<file path="config.mk">
export PLATFORM = sky130hd
export DESIGN_NAME = count_down_timer
export DESIGN_NICKNAME = d
export VERILOG_FILES = /design/src/rtl/count_down_timer.sv
export SDC_FILE = /design/constraint.sdc
export NUM_CORES = 1
export LEC_CHECK = 0
export ABC_AREA = 1
export BUFFER_PORTS_ARGS = -buffer_cell sky130_fd_sc_hd__buf_4
export CORE_MARGIN = 2
export CORE_UTILIZATION = 54
export DETAILED_ROUTE_END_ITERATION = 6
export GPL_TIMING_DRIVEN = 1
export PLACE_DENSITY = 0.78
export SLEW_MARGIN = 10
export SYNTH_ARGS = -nofsm -noshare
export SYNTH_HDL_FRONTEND = slang
export SYNTH_SLANG_ARGS = --single-unit
</file>
<file path="constraint.sdc">
create_clock -name clock -period 1.6 [get_ports clock]
set_input_delay 0.16 -clock clock [delete_from_list [all_inputs] [get_ports clock]]
set_output_delay 0.16 -clock clock [all_outputs]
set_load 0.05 [all_outputs]
</file>
<file path="src/rtl/count_down_timer.sv">
`default_nettype none
// ============================================================================
// Module  : count_down_timer
// Brief   : Loadable down-counting timer with one-shot/periodic modes and
//           pause/resume.
// Revision: 1.0
// ============================================================================
module count_down_timer #(
  parameter int SIZE = 8
) (
  input  logic            clock,
  input  logic            reset,
  input  logic            load_i,
  input  logic [SIZE-1:0] value_i,
  input  logic            start_i,
  input  logic            stop_i,
  input  logic            tick_i,
  input  logic            periodic_i,
  output logic [SIZE-1:0] data_o,
  output logic            busy_o,
  output logic            paused_o,
  output logic            expired_o
);

  typedef enum logic [1:0] {
    S_IDLE  = 2'd0,
    S_RUN   = 2'd1,
    S_PAUSE = 2'd2
  } state_t;

  localparam logic [SIZE-1:0] c_ZERO = '0;
  localparam logic [SIZE-1:0] c_ONE  = {{(SIZE-1){1'b0}}, 1'b1};

  state_t          r_state;
  logic [SIZE-1:0] r_count;
  logic [SIZE-1:0] r_reload;
  logic            r_expired;

  state_t          w_state_nxt;
  logic [SIZE-1:0] w_count_nxt;
  logic [SIZE-1:0] w_reload_nxt;
  logic            w_expired_nxt;
  logic [SIZE-1:0] w_eff_count;

  always_ff @(posedge clock or negedge reset) begin
    if (!reset) begin
      r_state   <= S_IDLE;
      r_count   <= c_ZERO;
      r_reload  <= c_ZERO;
      r_expired <= 1'b0;
    end else begin
      r_state   <= w_state_nxt;
      r_count   <= w_count_nxt;
      r_reload  <= w_reload_nxt;
      r_expired <= w_expired_nxt;
    end
  end

  always_comb begin
    w_state_nxt   = r_state;
    w_count_nxt   = r_count;
    w_reload_nxt  = load_i ? value_i : r_reload;
    w_expired_nxt = 1'b0;
    w_eff_count   = load_i ? value_i : r_count;

    case (r_state)
      S_IDLE: begin
        w_count_nxt = w_eff_count;
        if (start_i) begin
          if (w_eff_count == c_ZERO) w_expired_nxt = 1'b1;
          else                       w_state_nxt   = S_RUN;
        end
      end
      S_RUN: begin
        // A load while running only retargets the next auto-reload.
        if (stop_i) begin
          w_state_nxt = S_PAUSE;
        end else if (tick_i) begin
          if (r_count > c_ONE) begin
            w_count_nxt = r_count - c_ONE;
          end else if (r_count == c_ONE) begin
            w_expired_nxt = 1'b1;
            if (periodic_i && (r_reload != c_ZERO)) begin
              w_count_nxt = r_reload;
            end else begin
              w_count_nxt = c_ZERO;
              w_state_nxt = S_IDLE;
            end
          end
        end
      end
      S_PAUSE: begin
        w_count_nxt = w_eff_count;
        if (stop_i)       w_state_nxt = S_IDLE;
        else if (start_i) w_state_nxt = S_RUN;
      end
      default: begin
        w_state_nxt = S_IDLE;
      end
    endcase
  end

  assign data_o    = r_count;
  assign busy_o    = (r_state == S_RUN);
  assign paused_o  = (r_state == S_PAUSE);
  assign expired_o = r_expired;

endmodule
`default_nettype wire

</file>
==> results of run 1 <==
flip-flops by register name, indices dropped and copies added (netlist names):
signal / cells
data_o: 8
r_reload: 8
r_state: 2
expired_o: 1
metrics by stage:
step / total power, mW / area [sq um] / instances / setup slack (ns) / setup TNS [ns]
2_1_floorplan: 2.08 / 1320 / 194 / -0.0321 / -0.0321
3_3_place_gp: 2.66 / 1590 / 253 / 0.0441 / 0
3_5_place_dp: 2.71 / 1590 / 253 / -0.00660 / -0.00660
4_1_cts: 3.00 / 1650 / 259 / 0.00999 / 0
5_1_grt: 3.45 / 1740 / 264 / -0.00534 / -0.00534
6_report: 3.23 / 1740 / 264 / 0.0448 / 0
tightest hold or removal path, cell delays in order:
cell	delay, ns
buf_4	0.08
nand2_1	0.05
nand2_1	0.07
per-layer routing:
| layer | share of wire (%) | global-route usage, % | vias up |
|---|---|---|---|
| met1 | 42 | 37.9 | 639 |
| met5 | 0 | 0 | - |
| met2 | 49 | 49.2 | 62 |
| met3 | 5.9 | 3.11 | 19 |
| li1 | - | - | 702 |
| met4 | 3.4 | 14.1 | 0 |
worst max-delay path by stage:
stage / startpoint / endpoint / slack [ns] / cells past startpoint
3_3_place_gp: data_o[0]$_DFFE_PN0P_ / data_o[6]$_DFFE_PN0P_ / 0.04 / 9
4_1_cts: data_o[1]$_DFFE_PN0P_ / data_o[6]$_DFFE_PN0P_ / 0.01 / 9
6_report: data_o[0]$_DFFE_PN0P_ / data_o[0]$_DFFE_PN0P_ / 0.04 / 9
2_1_floorplan: data_o[1]$_DFFE_PN0P_ / data_o[6]$_DFFE_PN0P_ / -0.03 / 9
3_5_place_dp: data_o[1]$_DFFE_PN0P_ / data_o[6]$_DFFE_PN0P_ / -0.007 / 9
5_1_grt: data_o[1]$_DFFE_PN0P_ / data_o[6]$_DFFE_PN0P_ / -0.005 / 9
cell type report:
| type | count | area (sq um) |
|---|---|---|
| multi-input cells | 148 | 797 |
| clock buffers | 4 | 26.3 |
| flip-flops and latches | 19 | 478 |
| inverters | 25 | 98.8 |
| repair buffers | 40 | 303 |
| well taps | 28 | 35.0 |
| fillers | 168 | 517 |
timing repair:
item	in CTS	in global routing
hold buffers	1	0
resized for setup	1	14
cloned	1	0
setup endpoints to repair	2	9
buffers inserted	0	5
hold endpoints to repair	19	0
pin swaps	1	6
logic make-up (layout without fill, tap and decap cells):
family | Yosys count | after routing | share of synthesized area [%]
DFF | 19 | 19 | 36.3
and+or+nand+nor | 120 | 121 | 41.9
adders and majority gates | 2 | 2 | 1.91
AOI/OAI and AO/OA | 22 | 22 | 9.66
buffers and inverters | 28 | 69 | 8.22
xor gates and xnor gates | 3 | 3 | 2.01
power breakdown:
part           internal, mW  switching (mW)  total [mW]  leakage (nW)
registers             0.620           0.139       0.759         0.233
logic                 0.800            1.42        2.22         0.665
clock network        0.0972           0.155       0.252        0.0150
total                  1.52            1.72        3.23         0.913
placed cells by master (no fill, tap or decap), types with 2 or more instances in the layout:
cell type,instances
nor2_4,4
dfrtp_2,2
nand2_4,3
clkbuf_4,3
or2_2,4
inv_1,23
nand3_1,24
buf_4,39
o21a_1,4
o21ai_0,14
nor2_2,4
nor2_1,16
inv_4,2
xor2_1,2
ha_4,2
dfrtp_1,17
nand2_1,61
==> flow_metrics.env, run 1 <==
export IMPL_status="finished clean"
export IMPL_drt_initial_drc_count=72
export IMPL_cp_slowest_stage_delay_ns=0.46
export IMPL_ir_worst_vdd_mv=1.54
export IMPL_ios=26
export IMPL_dr_pass1_iters=4
export IMPL_cts_clk_slew_worst_paths_ns=0.11
export IMPL_relSlewSlack_pct=80.8
export IMPL_wl_per_cell_um=14.3
export IMPL_grt_pass1_vias=1363
export IMPL_synthCells=194
export IMPL_crit_family="simple AND/OR/NAND/NOR gates"
export IMPL_cts_path_max_buffers=2
export IMPL_synth_net_count=211
export IMPL_grt_use_total_pct=29.6
export IMPL_r2r_start="data_o[0]$_DFFE_PN0P_"
export IMPL_postSynthAreaPerCell_sq_um=6.75
export IMPL_grt_pass1_wl_um=6080
export IMPL_worstHoldPathType="in -> reg"
export IMPL_yosys_warnings=0
export IMPL_fin_crit_ns=1.56
export IMPL_cts_buffers=3
export IMPL_grt_ovfl_total=0
export IMPL_yosysTopAreaCellShare_pct=36.3
export IMPL_synth_seq_cells=19
export IMPL_path_cells="buf_4 -> ha_4 -> nand2_4 -> nor2_1 -> nor2_4 -> buf_4 -> nand2_1 -> nand3_1 -> nand2_1"
export IMPL_synth_most_common_cell="nand2_1"
export IMPL_holdWs_ns=0.0805
export IMPL_required_ns=1.80
export IMPL_hold_depth=3
export IMPL_async_flop_share_pct=100
export IMPL_cts_root_buf="clkbuf_4"
export IMPL_fmax_mhz=643
export IMPL_num_antenna_cells=0
export IMPL_hold_viol_final=0
export IMPL_antenna_found_initial=0
export IMPL_hold_end="r_reload[6]$_DFFE_PN0P_"
export IMPL_cp_start_kind="register"
export IMPL_core_sq_um=2250
export IMPL_yosysTopAreaCell="dfrtp_1"
export IMPL_via_count=1422
export IMPL_ys_top_cells_by_area="dfrtp_1 36%, nand2_1 18%, nand3_1 9.2%"
export IMPL_hpwl_um=2680
export IMPL_cts_tree="done"
export IMPL_arrival_ns=1.76
export IMPL_fp_dieArea_sq_um=2830
export IMPL_ys_flop_type="dfrtp_1"
export IMPL_layout_nets=254
export IMPL_die_width_um=53.2
export IMPL_post_drt_via_cell_ratio=5.39
export IMPL_reg2regPathDepth=9
export IMPL_htree_levels=1
export IMPL_clock_latency_ns=0.30
export IMPL_ff2ff_setup_slack_ns=0.04
export IMPL_power_density_nw_per_um2=1860
export IMPL_fin_util_pct=77.1
export IMPL_synth_top_cells_by_count="62 x nand2_1, 25 x inv_1, 24 x nand3_1"
export IMPL_routed_wl_um=3770
export IMPL_rows=17
export IMPL_synth_edf_count=0
export IMPL_critPathCaptureType="register"
export IMPL_post_route_period_util_pct=97.2
export IMPL_portBuffers=25
export IMPL_setup_viol=0
export IMPL_path_max_fanout=7
export IMPL_start_util_pct=58.0
export IMPL_synth_cell_types=23
export IMPL_grt_max_degree=20
export IMPL_die_y_um=53.2
export IMPL_cp_slowest_cell="dfrtp_2"
export IMPL_finClkSkew_ns=0.00208
export IMPL_cap_violations=0
export IMPL_cts_sinks=19
export IMPL_syn_to_final_growth_pct=32.8
export IMPL_leakagePower_nw=0.913
export IMPL_routabilityCongestion=0.964
export IMPL_worst_pin_slew_ns=0.287
export IMPL_critPathKind="reg -> reg"
export IMPL_drc=0
export IMPL_slew_viol_final=0
export IMPL_r2r_end="data_o[0]$_DFFE_PN0P_"
export IMPL_worstHoldStart="value_i[6]"
export IMPL_synth_seq_area_share_pct=36.3
export IMPL_syn_area_sq_um=1310
export IMPL_final_layout_size_suffix_gt1_share_pct=28.4
export IMPL_critPathBufInv=2
export IMPL_drtAntennaViolNets=0
Power figures use the tool's default switching activity.
==> run 2, diff against run 1 <==
- PLACE_DENSITY: 0.78 -> 0.77
==> flow_metrics.env, run 2 (synthesized netlist as in run 1, its figures left out) <==
export IMPL_status="finished clean"
export IMPL_htree_levels=1
export IMPL_clock_latency_ns=0.31
export IMPL_ios=26
export IMPL_num_antenna_cells=0
export IMPL_syn_to_final_growth_pct=30.0
export IMPL_post_drt_via_cell_ratio=5.17
export IMPL_power_frac_clock_pct=8.5
export IMPL_antenna_found_initial=0
export IMPL_power_mw=3.12
export IMPL_finalNonFillerCells=263
export IMPL_reg2regPathDepth=9
export IMPL_final_layout_size_suffix_gt1_share_pct=27.7
export IMPL_die_y_um=53.2
export IMPL_core_sq_um=2250
export IMPL_holdWs_ns=0.0684
export IMPL_cts_path_max_buffers=2
export IMPL_cts_root_buf="clkbuf_4"
export IMPL_finalInstanceArea_sq_um=1700
export IMPL_final_common_cell="nand2_1"
export IMPL_wl_per_cell_um=13.8
export IMPL_power_frac_comb_pct=67.8
export IMPL_hold_viol_final=0
export IMPL_critPathCaptureType="register"
export IMPL_worstHoldPathType="in -> reg"
export IMPL_dpl_cell_area_sq_um=1600
export IMPL_grt_pass1_wl_um=5690
export IMPL_cp_start_kind="register"
export IMPL_r2r_end="data_o[6]$_DFFE_PN0P_"
export IMPL_rows=17
export IMPL_pwr_share_seq_pct=23.7
export IMPL_r2r_start="data_o[0]$_DFFE_PN0P_"
export IMPL_relSlewSlack_pct=79.1
export IMPL_grt_use_total_pct=28.8
export IMPL_ir_worst_vdd_mv=1.46
export IMPL_cts_clk_slew_worst_paths_ns=0.12
export IMPL_critPathKind="reg -> reg"
export IMPL_routabilityCongestion=0.947
export IMPL_portBuffers=25
export IMPL_power_density_nw_per_um2=1830
export IMPL_fp_dieArea_sq_um=2830
export IMPL_grt_ovfl_total=0
export IMPL_slew_viol_final=0
export IMPL_grt_max_degree=20
export IMPL_cts_tree="done"
export IMPL_setup_viol=0
export IMPL_required_ns=1.86
export IMPL_fin_crit_ns=1.55
export IMPL_dr_pass1_iters=4
export IMPL_die_width_um=53.2
export IMPL_layout_nets=253
export IMPL_start_util_pct=58.0
export IMPL_dp_cells=254
export IMPL_p_sw_mw=1.65
export IMPL_internal_power_mw=1.47
export IMPL_arrival_ns=1.81
export IMPL_cts_buffers=3
export IMPL_via_count=1359
export IMPL_swShare_pct=52.9
export IMPL_cap_violations=0
export IMPL_worst_pin_slew_ns=0.313
export IMPL_drt_initial_drc_count=34
export IMPL_fmax_mhz=645
export IMPL_routed_wl_um=3640
export IMPL_drtAntennaViolNets=0
export IMPL_finClkSkew_ns=0.00544
export IMPL_leakagePower_nw=0.902
export IMPL_post_route_period_util_pct=97.0
export IMPL_cp_endpoint="data_o[6]$_DFFE_PN0P_"
export IMPL_path_max_fanout=5
export IMPL_drc=0
export IMPL_final_cell_mix="61 x nand2_1, 37 x buf_4, 24 x nand3_1"
export IMPL_ff2ff_setup_slack_ns=0.05
export IMPL_cts_sinks=19
export IMPL_grt_pass1_vias=1260
export IMPL_hpwl_um=2680
export IMPL_crit_path_start="data_o[0]$_DFFE_PN0P_"
run 2: cell count changes in the layout (fill, tap and decap cells not counted):
cell / previous run / this run
ha_1: 0 / 1
ha_4: 2 / 0
buf_4: 39 / 37
inv_2: 0 / 2
clkbuf_1: 1 / 0
nor3b_2: 1 / 0
o21ai_1: 1 / 0
nand3_2: 0 / 1
nor3b_1: 0 / 1
clkinv_2: 0 / 1
o21ai_0: 14 / 15
ha_2: 0 / 1
inv_4: 2 / 0
run 2: power by group through the flow:
stage / combinational (mW) / sequential, mW / clock (mW)
final: 2.11 / 0.738 / 0.264
after global placement: 1.94 / 0.746 / 0
after detailed placement: 1.97 / 0.753 / 0
after CTS: 1.98 / 0.743 / 0.270
after floorplan: 0.973 / 1.11 / 0
after global routing: 2.29 / 0.754 / 0.294
run 2: per-stage QoR:
stage | worst slack, ns | util (%) | setup TNS (ns)
3_3_place_gp | 0.0450 | 71.0 | 0
3_5_place_dp | 0.0105 | 71.0 | 0
6_report | 0.0485 | 75.5 | 0
2_1_floorplan | -0.0321 | - | -0.0321
5_1_grt | -0.0112 | 75.5 | -0.0112
4_1_cts | 0.00187 | 72.6 | 0
run 2: metal layers:
layer	up-vias	track usage, %	routed length, um
met3	5	2.54	185
met2	32	48.8	1820
li1	701	-	-
met1	621	37.9	1590
met4	0	10.3	46
met5	-	0	0
run 2: critical path, stage by stage (launching register included):
cell and delay, ns:
dfrtp_2 0.45, inv_2 0.08, ha_2 0.21, nand2_4 0.08, nor2_4 0.15, nand2_4 0.08, nand3_4 0.11, nor2_4 0.08
or2_1 0.21, nand2_1 0.06
run 2: how the worst min path moves through the flow:
| stage | start | end | slack, ns | cells past startpoint |
|---|---|---|---|---|
| 3_5_place_dp | reset | r_reload[5]$_DFFE_PN0P_ | 0.05 | 1 |
| 6_report | value_i[3] | r_reload[3]$_DFFE_PN0P_ | 0.07 | 3 |
| 2_1_floorplan | reset | data_o[0]$_DFFE_PN0P_ | -0.14 | 0 |
| 5_1_grt | value_i[7] | r_reload[7]$_DFFE_PN0P_ | 0.08 | 3 |
| 3_3_place_gp | reset | r_reload[5]$_DFFE_PN0P_ | 0.05 | 1 |
| 4_1_cts | value_i[7] | r_reload[7]$_DFFE_PN0P_ | 0.06 | 3 |
run 2: layout make-up:
type	count	area [sq um]
multi-input combinational	149	779
fill	184	553
sequential	19	478
timing repair buffer	38	288
inverter	25	93.8
tap	28	35.0
clock buffer	3	22.5
clock inverter	1	5.00
run 2: repair_timing:
action | CTS | global route
hold buffers | 1 | 0
pin swaps | 1 | 2
setup buffers | 0 | 2
cloned | 0 | 2
gates resized for setup | 0 | 8
setup endpoints to repair | 1 | 9
hold endpoints to repair | 19 | 0
